`src/rtl/softplus_sweep_streamer.sv`:
```
// softplus_sweep_streamer
// Sweeps a signed WIDTH-bit operand from the most negative to the most
// positive code in increments of STEP. Each operand is driven to a
// combinational activation unit and held for SETTLE_CYCLES cycles. The unit's
// result is then captured, and the operand/result pair is streamed out over
// a valid/ready interface.
//
// Ports:
//   clock        system clock, rising edge
//   rst          asynchronous, active-low reset
//   start        one-cycle pulse, begins a sweep when idle
//   abort        synchronous abort back to idle
//   act_operand  operand driven to the activation unit
//   act_result   combinational result returned by the activation unit
//   out_valid    out_operand/out_result hold a captured pair
//   out_ready    downstream accepts the pair
//   out_operand  operand of the captured pair
//   out_result   result of the captured pair
//   busy         high while settling or presenting a pair
//   done         one-cycle pulse after the final pair is accepted
module softplus_sweep_streamer #(
  parameter int WIDTH         = 16,
  parameter int SETTLE_CYCLES = 2,
  parameter int STEP          = 1
) (
  input  logic             clock,
  input  logic             rst,
  input  logic             start,
  input  logic             abort,
  output logic [WIDTH-1:0] act_operand,
  input  logic [WIDTH-1:0] act_result,
  output logic             out_valid,
  input  logic             out_ready,
  output logic [WIDTH-1:0] out_operand,
  output logic [WIDTH-1:0] out_result,
  output logic             busy,
  output logic             done
);

  localparam int CW = (SETTLE_CYCLES > 1) ? $clog2(SETTLE_CYCLES) : 1;
  localparam logic [CW-1:0]    CNT_INIT = CW'(SETTLE_CYCLES - 1);
  localparam logic [WIDTH-1:0] MIN_CODE = {1'b1, {(WIDTH-1){1'b0}}};
  localparam logic [WIDTH-1:0] MAX_CODE = {1'b0, {(WIDTH-1){1'b1}}};
  localparam logic [WIDTH-1:0] STEP_V   = WIDTH'(STEP);
  // Largest operand that may still be advanced by STEP without passing
  // MAX_CODE; anything above it is the final sample.
  localparam logic [WIDTH-1:0] LAST_OK  = MAX_CODE - STEP_V;

  typedef enum logic [1:0] {
    S_IDLE,
    S_SETTLE,
    S_OUTPUT,
    S_DONE
  } state_t;

  state_t           state_q, state_d;
  logic [WIDTH-1:0] op_q, op_d;
  logic [CW-1:0]    cnt_q, cnt_d;
  logic             valid_q, valid_d;
  logic [WIDTH-1:0] oop_q, oop_d;
  logic [WIDTH-1:0] ores_q, ores_d;

  always_ff @(posedge clock or negedge rst) begin
    if (!rst) begin
      state_q <= S_IDLE;
      op_q    <= MIN_CODE;
      cnt_q   <= '0;
      valid_q <= 1'b0;
      oop_q   <= '0;
      ores_q  <= '0;
    end else begin
      state_q <= state_d;
      op_q    <= op_d;
      cnt_q   <= cnt_d;
      valid_q <= valid_d;
      oop_q   <= oop_d;
      ores_q  <= ores_d;
    end
  end

  always_comb begin
    state_d = state_q;
    op_d    = op_q;
    cnt_d   = cnt_q;
    valid_d = valid_q;
    oop_d   = oop_q;
    ores_d  = ores_q;

    case (state_q)
      S_IDLE: begin
        if (start) begin
          op_d    = MIN_CODE;
          cnt_d   = CNT_INIT;
          state_d = S_SETTLE;
        end
      end
      S_SETTLE: begin
        if (cnt_q != '0) begin
          cnt_d = cnt_q - 1'b1;
        end else begin
          oop_d   = op_q;
          ores_d  = act_result;
          valid_d = 1'b1;
          state_d = S_OUTPUT;
        end
      end
      S_OUTPUT: begin
        if (out_ready) begin
          valid_d = 1'b0;
          // The signed compare stops the sweep before the operand can wrap
          // from the positive end back to MIN_CODE.
          if ($signed(op_q) > $signed(LAST_OK)) begin
            state_d = S_DONE;
          end else begin
            op_d    = op_q + STEP_V;
            cnt_d   = CNT_INIT;
            state_d = S_SETTLE;
          end
        end
      end
      S_DONE: begin
        state_d = S_IDLE;
      end
      default: begin
        state_d = S_IDLE;
      end
    endcase

    // Abort overrides every transition, including a same-cycle handshake.
    if (abort) begin
      state_d = S_IDLE;
      op_d    = MIN_CODE;
      cnt_d   = '0;
      valid_d = 1'b0;
    end
  end

  assign act_operand = op_q;
  assign out_valid   = valid_q;
  assign out_operand = oop_q;
  assign out_result  = ores_q;
  assign busy        = (state_q == S_SETTLE) || (state_q == S_OUTPUT);
  assign done        = (state_q == S_DONE);

endmodule

```
`config.mk`:
```
export PLATFORM = sky130hd
export DESIGN_NAME = softplus_sweep_streamer
export DESIGN_NICKNAME = d
export VERILOG_FILES = /design/src/rtl/softplus_sweep_streamer.sv
export SDC_FILE = /design/constraint.sdc
export NUM_CORES = 1
export LEC_CHECK = 0
export ABC_CLOCK_PERIOD_IN_PS = 6200
export CAP_MARGIN = 0
export CORE_MARGIN = 3
export CORE_UTILIZATION = 40
export DETAILED_ROUTE_END_ITERATION = 6
export GPL_TIMING_DRIVEN = 0
export PLACE_DENSITY = 0.67
export SYNTH_ARGS = -nofsm -noshare
export SYNTH_HDL_FRONTEND = slang
export SYNTH_SLANG_ARGS = --single-unit
export TNS_END_PERCENT = 30
```
`constraint.sdc`:
```
create_clock -name clock -period 6.2 [get_ports clock]
set_input_delay 0.62 -clock clock [delete_from_list [all_inputs] [get_ports clock]]
set_output_delay 0.62 -clock clock [all_outputs]
set_load 0.02 [all_outputs]
```
* Yosys cells after proc, flatten, opt, wreduce, memory -nomap -nowiden
Cells that the tools add are included.
Word-level totals: register bits after elaboration 52, latch bits 0, memory bits (writable) 0, ROM bits 0, input bits 21, output and inout bits 51, memories kept 0
Cells by class: $add $sub $neg 2, multiply operators 0, divide/modulo/power cells 0, $lt $le $gt $ge 1, equality and inequality tests 7, shifts and indexed selects 0, multiplexer cells 21, bitwise logic cells 1, reductions and logical operators 10
Operators with widths (count):
- $mux W16 | 4
- $pmux W16 S2 | 1
- $add A16 B1 Y16 const B | 1
- $gt A16 B16 Y1 const B | 1
- $ne A3 B3 Y1 const B | 4
- $mux W2 | 5
- $mux W1 | 8
- $pmux W2 S4 | 1
- $reduce_and A4 Y1 | 2
- $reduce_and A3 Y1 | 2
- $reduce_bool A3 Y1 | 2
- $eq A2 B2 Y1 const B | 2
- $reduce_bool A4 Y1 | 1
- $pmux W1 S3 | 1
- $eq A2 B1 Y1 const B | 1
- $logic_not A2 Y1 | 1
- $pmux W1 S2 | 1
- $reduce_and A2 Y1 | 1
- $logic_or A1 B1 Y1 | 1
- $not A1 Y1 | 1
- $sub A1 B1 Y1 const B | 1

* Depth between registers and ports, before layout
Gate-level depths: netlist (run 1).
depth after elaboration 5, mapped depth 9

* Worst setup path after synthesis (run 1)
Ideal clock, no wire load.
kind input -> register, start input abort, end register op_q[13], in the netlist act_operand[13], data arrival time 1.977 ns, required time 6.076 ns, slack 4.099 ns, stages on the path 6, path buffers 2, cell sequence buf_2 > and2b_1 > and3_4 > or3_4 > buf_6 > a211o_1
On the way: longest elaborated chain between the ends 2, elaborated cells on any way between the ends 6, classes of those cells eq/ne: 3; mux: 1; reduce/logical: 2
RTL lines:
- from (decl) | line 29 | input logic abort,
- $ne A3 B3 Y1 (no line) or $reduce_bool A3 Y1 (tied branches)
- $reduce_and A4 Y1 (no line)
- to (signal assigned) | line 73 | op_q <= op_d;
- to (decl) | line 57 | logic [WIDTH-1:0] op_q, op_d;
Parallel ways exist; a longest one is shown, timed or not. A chain may end at the register's enable or synchronous reset.

* Worst setup path after layout (run 1)
start register state_q[0], end register op_q[15], in the netlist act_operand[15]
On the way: longest elaborated chain between the ends 3, elaborated cells on any way between the ends 9, classes of those cells eq/ne: 4; mux: 2; reduce/logical: 3
RTL lines:
- from (decl) | line 56 | state_t state_q, state_d;
- from (signal assigned) | line 72 | state_q <= state_d;
- $eq A2 B2 Y1 or $logic_not A2 Y1 (tied branches) | line 89 | case (state_q)
- $ne A3 B3 Y1 (no line), or another cell as far along
- $reduce_and A4 Y1 (no line) or $mux W16 (tied branches)
Parallel ways exist; a longest one is shown, timed or not.

==> results of run 1 <==
per-layer routing:
layer | wire (µm) | global-route usage [%] | vias up | part of all wire (%)
li1 | - | - | 899 | -
met1 | 2531 | 21.73 | 944 | 48
met2 | 2482 | 24.10 | 44 | 47
met3 | 251 | 4.344 | 8 | 4.7
met4 | 61 | 3.947 | 0 | 1.1
met5 | 0 | 0 | - | 0
cell type report:
type                    instances  area (µm²)  area share [%]
plain buffers                   9       43.79           1.300
clock buffers                   6       82.58           2.452
clock inverters                 2       38.79           1.152
inverters                       8       30.03          0.8915
multi-input cells             134        1065           31.61
flip-flops and latches         52        1303           38.67
well taps                      72       90.09           2.675
repair buffers                 71       715.7           21.25
synthesized netlist by cell type:
library cell	number	area, µm²
a2111oi_0	1	8.760
a211o_1	3	26.28
a21oi_1	4	20.02
a31oi_1	9	56.30
a41o_1	1	10.01
a41o_2	1	11.26
a41oi_1	2	17.52
and2_2	1	7.510
and2_4	1	8.760
and2b_1	1	7.510
and3_1	5	31.28
and3_4	1	11.26
and4_1	1	8.760
and4_4	1	11.26
buf_2	1	5.000
buf_6	1	11.26
clkbuf_1	6	22.52
clkbuf_2	1	5.000
dfrtp_1	51	1276
dfstp_2	1	26.28
ha_1	7	87.58
inv_1	8	30.03
mux2_2	32	360.4
mux2i_1	1	10.01
nand2_1	13	48.80
nand2b_1	3	18.77
nand3_1	4	20.02
nand4_1	1	6.260
nand4_4	1	21.27
nand4b_1	1	8.760
nor2_1	10	37.54
nor2b_1	2	12.51
nor3_1	7	35.03
nor3_2	1	10.01
nor4_4	1	21.27
o21a_1	1	7.510
o21ai_0	8	40.04
o21ba_2	1	10.01
o2bb2ai_1	1	8.760
o31ai_1	2	15.01
o32a_2	1	11.26
o41ai_1	3	26.28
or3_4	1	11.26
worst min path at each step:
stage / from / end / slack (ns)
after floorplan: rst / act_operand[0]$_DFFE_PN0P_ / 0.32
after global placement: out_result[0]$_DFFE_PN0P_ / out_result[0]$_DFFE_PN0P_ / 0.49
after CTS: rst / act_operand[3]$_DFFE_PN0P_ / 0.34
after global routing: rst / out_operand[0]$_DFFE_PN0P_ / 0.36
after detailed placement: out_result[11]$_DFFE_PN0P_ / out_result[11]$_DFFE_PN0P_ / 0.49
final: rst / out_valid$_DFFE_PN0P_ / 0.32
stage by stage:
step | area [µm²] | std cells | util [%] | setup slack (ns) | total power [mW]
3_5_place_dp | 3247 | 346 | 56.87 | 3.547 | 0.9273
3_3_place_gp | 3232 | 345 | 56.61 | 2.892 | 0.9178
2_1_floorplan | 2441 | 203 | - | 4.099 | 0.7281
6_report | 3368 | 354 | 59.00 | 3.654 | 1.153
4_1_cts | 3368 | 354 | 59.00 | 3.611 | 1.172
5_1_grt | 3368 | 354 | 59.00 | 3.391 | 1.225
worst max-delay path, delay by kind of cell (launching register included):
family / cells / cell delay [ns]
buffers and inverters: 1 / 0.13
and+or+nand+nor: 2 / 0.65
adders and majority gates: 1 / 0.27
DFF: 1 / 0.42
AOI/OAI and AO/OA: 3 / 1.01
state kept, by name, summed over array words and instances, names as in the netlist:
name / flops
act_operand: 16
out_valid: 1
out_operand: 16
state_q: 2
cnt_q: 1
out_result: 16
cells by family after synthesis:
group | synth area share [%]
adders and majority gates | 3.588
muxes | 15.17
AOI/OAI and AO/OA | 11.02
and+or+nand+nor | 13.84
buffers and inverters | 3.024
DFF | 53.36
report_power, final:
part	internal (mW)	total (mW)	leakage (nW)	switching (mW)
logic	0.236	0.467	0.758	0.231
registers	0.407	0.445	0.679	0.0378
clock network	0.132	0.242	0.0614	0.110
==> key figures, run 1 <==
Worst setup path
  • Crit path cell chain: inv_1, ha_1, and2b_1, nand3_1, a21oi_1, a41o_2, o31ai_1
  • CP Max Fanout: 9
  • Crit path launch: state_q[0]$_DFFE_PN0P_
  • Reg2reg end: act_operand[15]$_DFFE_PN1P_
  • CP Class: reg2reg
  • CP Data Arrival Time: 2.78 ns
  • Max stage delay cell, worst path: a21oi_1
  • Max stage delay on crit path: 0.64 ns
  • CP Capture Point: act_operand[15]$_DFFE_PN1P_
  • Startpoint types: flop
  • Crit end category: flop
  • Worst Path Required: about 6.4 ns
  • Worst r2r path cells: 7
  • RR Startpoint: state_q[0]$_DFFE_PN0P_
  • Reg-to-reg setup timing slack: between 3 and 4 ns

Global routing
  • First-pass GRT wire length: roughly 9.1 mm
  • Largest net degree at the start of global routing: 28
  • Total global-route track usage: 15.60%
  • Total gr overflow: 0
  • Number of global-route vias before repair: 1811
  • Antenna violations before repair: 0

Timing
  • Period utilization: 41.06%
  • Measured slew at the worst slew-check pin: 0.6742 ns
  • Hold Vio Cnt, Final: 0
  • RSZ-0062 raised after global routing: no
  • Shortest period the worst path allows: 2.546 ns
  • Max-slew violation count: 0
  • Max_slew headroom: a little over half
  • Setup violators final: 0
  • Skew final: 0.007462 ns
  • Fin Hold WS: 0.3228 ns
  • Setup_tns: 0 ns
  • Fmax: slightly below 0.4 GHz

Clocking
  • Max clock buf depth: 2
  • Inserted Clock Buffers: 5
  • Clock-pin slew on the worst setup and hold paths: ~0.09 ns
  • Root Buffer: clkbuf_8
  • # resized after CTS: 0
  • CTS H-tree lvls: 2
  • CTS tree: yes
  • Clk_lat worst skew: 0.30 ns
  • Cts hold-fix bufs: 0
  • Clk sinks: 52
  • Setup Buffers After CTS: 0

Layout
  • Commonest non-fill, non-tap cell in the layout: clkdlybuf4s50_1
  • Nets: 309
  • Share of layout cells above drive strength 1: 20.21%
  • # fillers: 501
  • Area grow syn2layout: 37.98%
  • ANT cells: 0
  • Most frequent cells in the layout: clkdlybuf4s50_1, dfrtp_1, mux2_2, nand2_1, nor2_1

Drt
  • WL/cell: 15.05 µm
  • DRT iter0 DRCs: 132
  • 1st-pass router iterations: 5
  • Final wirelength: 5.326 mm
  • Vias: 1895
  • ANT nets after route: 0
  • # DRC: 0
  • Vias per std cell: 5.353

Place
  • PortBufs: 70
  • Placer Congestion: between 0.7 and 0.8
  • Post-DP HPWL: ~3.8 mm

Die
  • Die Y: approximately 84 µm
  • DIE WIDTH: 84.12 µm
  • Ports: 72
  • Cell row count: 27
  • Die ar.: 7076 µm²
  • Starting Density: between 40% and 50%
  • Core area: 5709 µm²

Synth
  • Register area share after synthesis: 53.36%
  • Unique masters post-synth: 43
  • Post-synth net total: 231
  • Post-Synthesis Cell Area: around 2400 µm²
  • Synth Register Bits: 52
  • Synth Instances: 203
  • Yosys warns: 0
  • Mean post-synth cell area: 12.03 µm²

Power
  • PwrDens: 342.5 nW/µm²
  • Static leakage power: roughly 1.5 nW
  • Max IR drop VDD: 0.0002182 V

Min path
  • Hold crit path type: in2async

Status
  • Status: finished, final reports clean

Run
  • Max Cap Viol: 0
(Power assumes the default switching activity.)
==> run 2: changes to the inputs <==
Settings changed: ABC_CLOCK_PERIOD_IN_PS 6200 to 2300, PLACE_DENSITY 0.67 to 0.7.
Clock period 6.2 ns to 2.3 ns, I/O delays scaled along.
==> run 2 against run 1 <==
Non-clock buffer count grew 1. Clock-buffer cell count is the same. Sequential share of layout area shrank 0.47 points. Critical path type unchanged. Largest cell class unchanged. Highest routed layer unchanged.
==> key figures, run 2 (synthesis gave the netlist of run 1 again) <==
Timing
  • Shortest period the worst path allows: 2.267 ns
  • Setup_tns: 0 ns
  • Fin Hold WS: 0.2006 ns
  • Skew final: 0.006796 ns
  • Max-slew violation count: 0
  • Fmax: 0.4412 GHz
  • RSZ-0062 raised after global routing: yes
  • Max_slew headroom: between 50 and 60%
  • Period utilization: roughly 99%
  • Measured slew at the worst slew-check pin: 0.6296 ns
  • Setup violators final: 0
  • Hold Vio Cnt, Final: 0

Clocking
  • Clk_lat worst skew: 0.30 ns
  • CTS H-tree lvls: 2
  • Clock-pin slew on the worst setup and hold paths: roughly 0.090 ns
  • Inserted Clock Buffers: 5
  • Root Buffer: clkbuf_8
  • Clk sinks: 52
  • Max clock buf depth: 2
  • Setup Buffers After CTS: 0
  • CTS tree: yes

Worst setup path
  • Max stage delay cell, worst path: dfrtp_1
  • Reg2reg end: act_operand[13]$_DFFE_PN0P_
  • Worst r2r path cells: 7
  • Crit path cell chain: inv_1, ha_1, and2b_2, and3_4, or3_4, buf_6, a211o_1
  • CP Data Arrival Time: 2.46 ns
  • Reg-to-reg setup timing slack: 0.03 ns
  • CP Class: reg2reg
  • CP bufs+invs: 2
  • Crit path launch: state_q[0]$_DFFE_PN0P_
  • Max stage delay on crit path: between 0.4 and 0.5 ns
  • CP Max Fanout: 8
  • Worst Path Required: 2.49 ns
  • RR Startpoint: state_q[0]$_DFFE_PN0P_
  • Startpoint types: flop
  • Family with the most delay on the worst path: simple AND/OR/NAND/NOR gates
  • Crit end category: flop

Power
  • Static leakage power: 1.512 nW
  • Max IR drop VDD: 0.0005039 V
  • PwrDens: approximately 900 nW/µm²

Layout
  • Share of layout cells above drive strength 1: between 20% and 30%
  • # fillers: just under 500
  • Design area: 3410 µm²
  • ANT cells: 0
  • Nets: just over 300
  • Most frequent cells in the layout: clkdlybuf4s50_1, dfrtp_1, mux2_2, nand2_1, nor2_1
  • Final std cells w/o fill: 355
  • Area grow syn2layout: 39.67%
  • Commonest non-fill, non-tap cell in the layout: clkdlybuf4s50_1

Global routing
  • First-pass GRT wire length: 9.425 mm
  • Number of global-route vias before repair: 1946
  • Total gr overflow: 0
  • Antenna violations before repair: 0
  • Total global-route track usage: 16.43%
  • Largest net degree at the start of global routing: 28

Place
  • DP Area: 3247 µm²
  • Placed instance count: 346
  • PortBufs: 70
  • Placer Congestion: 0.8064
  • Post-DP HPWL: 3.864 mm

Drt
  • ANT nets after route: 0
  • Vias per std cell: between 5 and 6
  • WL/cell: between 15 and 20 µm
  • DRT iter0 DRCs: between 100 and 150
  • Final wirelength: 5.417 mm
  • Vias: 1889
  • # DRC: 0
  • 1st-pass router iterations: 4

Status
  • Status: finished, final reports clean

Min path
  • Hold Path Cell Cnt: 2
  • Hold Crit Start: abort
  • WHS Endpoint: out_valid$_DFFE_PN0P_
  • Hold crit path type: in2reg

Run
  • Max Cap Viol: 0

Die
  • DIE WIDTH: 84.12 µm
  • Core area: 5709 µm²
  • Starting Density: 42.76%
  • Cell row count: 27
  • Die Y: 84.12 µm
  • Ports: 72
  • Die ar.: 7076 µm²
run 2: cell types whose count changed in the layout (fill, tap and decap cells not counted), sizes merged:
| cell | previous run | this run |
|---|---|---|
| dlygate4sd3 | 0 | 1 |
run 2: layout make-up:
cell class                      instances  area, µm²  area share (%)
Inverter                                8      30.03          0.8807
Clock inverter                          2      38.79           1.138
Sequential cell                        52       1303           38.20
Tap cell                               72      90.09           2.642
Timing Repair Buffer                   72      725.7           21.28
Multi-Input combinational cell        134       1094           32.07
Buffer                                  9      46.29           1.358
Clock buffer                            6      82.58           2.422
run 2: through the flow:
step                      worst slack [ns]  total power, mW  utilization, %
final                              0.03334            3.135           59.72
after global routing              -0.04175            3.332           59.72
after CTS                          0.01615            3.169           59.48
after detailed placement           -0.2741            2.495           56.87
after global placement             -0.6061            2.468           56.61
after floorplan                     0.2811            1.963               -
run 2: repair_timing:
item | CTS | global route
hold buffers | 1 | 0
setup endpoints to repair | 10 | 42
gates resized for setup | 4 | 6
endpoints found under the hold margin | 26 | 0
run 2: routing by layer:
metal,wire [µm],vias to the layer above,track usage (%),part of all wire (%)
met3,243,6,3.850,4.5
li1,-,899,-,-
met4,70,0,5.263,1.3
met5,0,-,0,0
met1,2489,931,21.96,46
met2,2613,53,26.40,48
run 2: worst max-delay path by stage:
stage | end | slack, ns | cells past startpoint
3_5_place_dp | act_operand[15]$_DFFE_PN1P_ | -0.27 | 7
5_1_grt | act_operand[14]$_DFFE_PN0P_ | -0.04 | 7
2_1_floorplan | act_operand[13]$_DFFE_PN0P_ | 0.28 | 7
6_report | act_operand[13]$_DFFE_PN0P_ | 0.03 | 7
4_1_cts | act_operand[15]$_DFFE_PN1P_ | 0.02 | 7
3_3_place_gp | out_result[2]$_DFFE_PN0P_ | -0.61 | 1
run 2: power by group:
| part | leakage [nW] | internal, mW | switching, mW |
|---|---|---|---|
| Sequential | 0.679 | 1.10 | 0.103 |
| Clock | 0.0614 | 0.356 | 0.300 |
| Combinational | 0.772 | 0.644 | 0.634 |
| Total | 1.51 | 2.10 | 1.04 |
==> run 3: changes to the inputs <==
Settings changed: CAP_MARGIN 0 to 20.
==> run 3 against run 2 <==
Core utilization is the same. Via count is the same. Register-to-register slack barely moved. Die area did not move. Clock skew did not move.
==> key figures, run 3 (synthesis gave the netlist of run 1 again) <==
Global routing
  • Antenna violations before repair: 0
  • GR Util met1: 21.96%
  • Most Used Layer, Global Route: met2
  • Number of global-route vias before repair: 1946
  • First-pass GRT wire length: around 9.4 mm
  • Met3 Usage GRT: 3.850%
  • Met2 Use GR: 26.40%
  • Largest net degree at the start of global routing: 28
  • Total global-route track usage: ~16%
  • Total gr overflow: 0

Timing
  • Max-slew violation count: 0
  • Max_slew headroom: 58.03%
  • Setup violators final: 0
  • Period utilization: a little over nine tenths
  • Setup_tns: 0 ns
  • Fmax: roughly 0.44 GHz
  • RSZ-0062 raised after global routing: yes
  • Shortest period the worst path allows: 2.267 ns
  • Hold Vio Cnt, Final: 0
  • Skew final: between 0.006 and 0.007 ns
  • Fin Hold WS: 0.2006 ns
  • Measured slew at the worst slew-check pin: 0.6296 ns

Worst setup path
  • CP Class: reg2reg
  • CP Max Fanout: 8
  • Startpoint types: flop
  • Worst r2r path cells: 7
  • Reg-to-reg setup timing slack: 0.03 ns
  • RR Startpoint: state_q[0]$_DFFE_PN0P_
  • Worst Path Required: between 2 and 2.5 ns
  • Reg2reg end: act_operand[13]$_DFFE_PN0P_
  • Crit path launch: state_q[0]$_DFFE_PN0P_
  • CP Data Arrival Time: approximately 2.5 ns
  • CP Capture Point: act_operand[13]$_DFFE_PN0P_
  • Crit end category: flop

Layout
  • # fillers: 485
  • Multi-input logic area: 1094 µm²
  • Nets: between 300 and 400
  • Design area: roughly 3400 µm²
  • Seq. cell area: 1303 µm²
  • Area grow syn2layout: 39.67%
  • Most frequent cells in the layout: clkdlybuf4s50_1, dfrtp_1, mux2_2, nand2_1, nor2_1
  • Share of layout cells above drive strength 1: roughly 22%
  • ANT cells: 0
  • Final core occ: around three fifths
  • Commonest non-fill, non-tap cell in the layout: clkdlybuf4s50_1

Place
  • PortBufs: 70
  • DP Area: 3247 µm²
  • Placer Congestion: roughly 0.8
  • Post-DP HPWL: around 3.9 mm

Die
  • Ports: 72
  • DIE WIDTH: 84.12 µm
  • Core area: roughly 5700 µm²
  • Die ar.: 7076 µm²
  • Cell row count: 27
  • Starting Density: 42.76%
  • Die Y: around 84 µm

Clocking
  • Root Buffer: clkbuf_8
  • Max clock buf depth: 2
  • CTS H-tree lvls: 2
  • Clock-pin slew on the worst setup and hold paths: 0.09 ns
  • Clk sinks: 52
  • Clk_lat worst skew: roughly 0.3 ns
  • CTS tree: yes
  • Inserted Clock Buffers: 5

Drt
  • Final wirelength: 5.417 mm
  • 1st-pass router iterations: 4
  • Vias: 1889
  • WL/cell: 15.26 µm
  • Vias per std cell: 5.321
  • ANT nets after route: 0
  • # DRC: 0
  • DRT iter0 DRCs: roughly 120

Min path
  • Hold crit path type: in2reg

Power
  • PwrDens: slightly above 900 nW/µm²
  • Static leakage power: 1.512 nW
  • Max IR drop VDD: 0.0005039 V

Run
  • Max Cap Viol: 0

Status
  • Status: finished, final reports clean
-- run 3: final cells by class --
type,instances,share of cell area [%]
Tap cell,72,2.642
Inverter,8,0.8807
Buffer,9,1.358
Clock inverter,2,1.138
Clock buffer,6,2.422
Sequential cell,52,38.20
Multi-Input combinational cell,134,32.07
Timing Repair Buffer,72,21.28
-- run 3: worst min path at each step --
stage	startpoint	endpoint	slack, ns	depth (start not counted)
global placement	out_result[0]$_DFFE_PN0P_	out_result[0]$_DFFE_PN0P_	0.49	1
floorplan	rst	act_operand[0]$_DFFE_PN0P_	-0.07	0
finish	abort	out_valid$_DFFE_PN0P_	0.20	2
CTS	abort	out_valid$_DFFE_PN0P_	0.19	2
detailed placement	rst	state_q[0]$_DFFE_PN0P_	0.29	1
global route	abort	out_valid$_DFFE_PN0P_	0.21	2
-- run 3: metal layers --
layer  vias up  part of all wire, %
met2        53                   48
met4         0                  1.3
met5         -                    0
met3         6                  4.5
li1        899                    -
met1       931                   46
-- run 3: what timing repair did --
item,in CTS,in global routing
hold buffers,1,0
setup endpoints to repair,10,42
resized for setup,4,6
hold endpoints to repair,26,0
setup buffers,0,0
-- run 3: worst max-delay path: stages, from the launching register on --
cell	delay [ns]
dfrtp_1	0.43
inv_1	0.12
ha_1	0.28
and2b_2	0.29
and3_4	0.22
or3_4	0.38
buf_6	0.14
a211o_1	0.29
-- run 3: where the power goes --
part	internal, mW	switching [mW]
logic	0.644	0.634
registers	1.10	0.103
clock network	0.356	0.300
-- run 3: through the flow --
stage / cells / power [mW] / setup WS, ns
2_1_floorplan: 203 / 1.963 / 0.2811
6_report: 355 / 3.135 / 0.03334
3_3_place_gp: 345 / 2.468 / -0.6061
4_1_cts: 355 / 3.169 / 0.01615
3_5_place_dp: 346 / 2.495 / -0.2741
5_1_grt: 355 / 3.332 / -0.04175
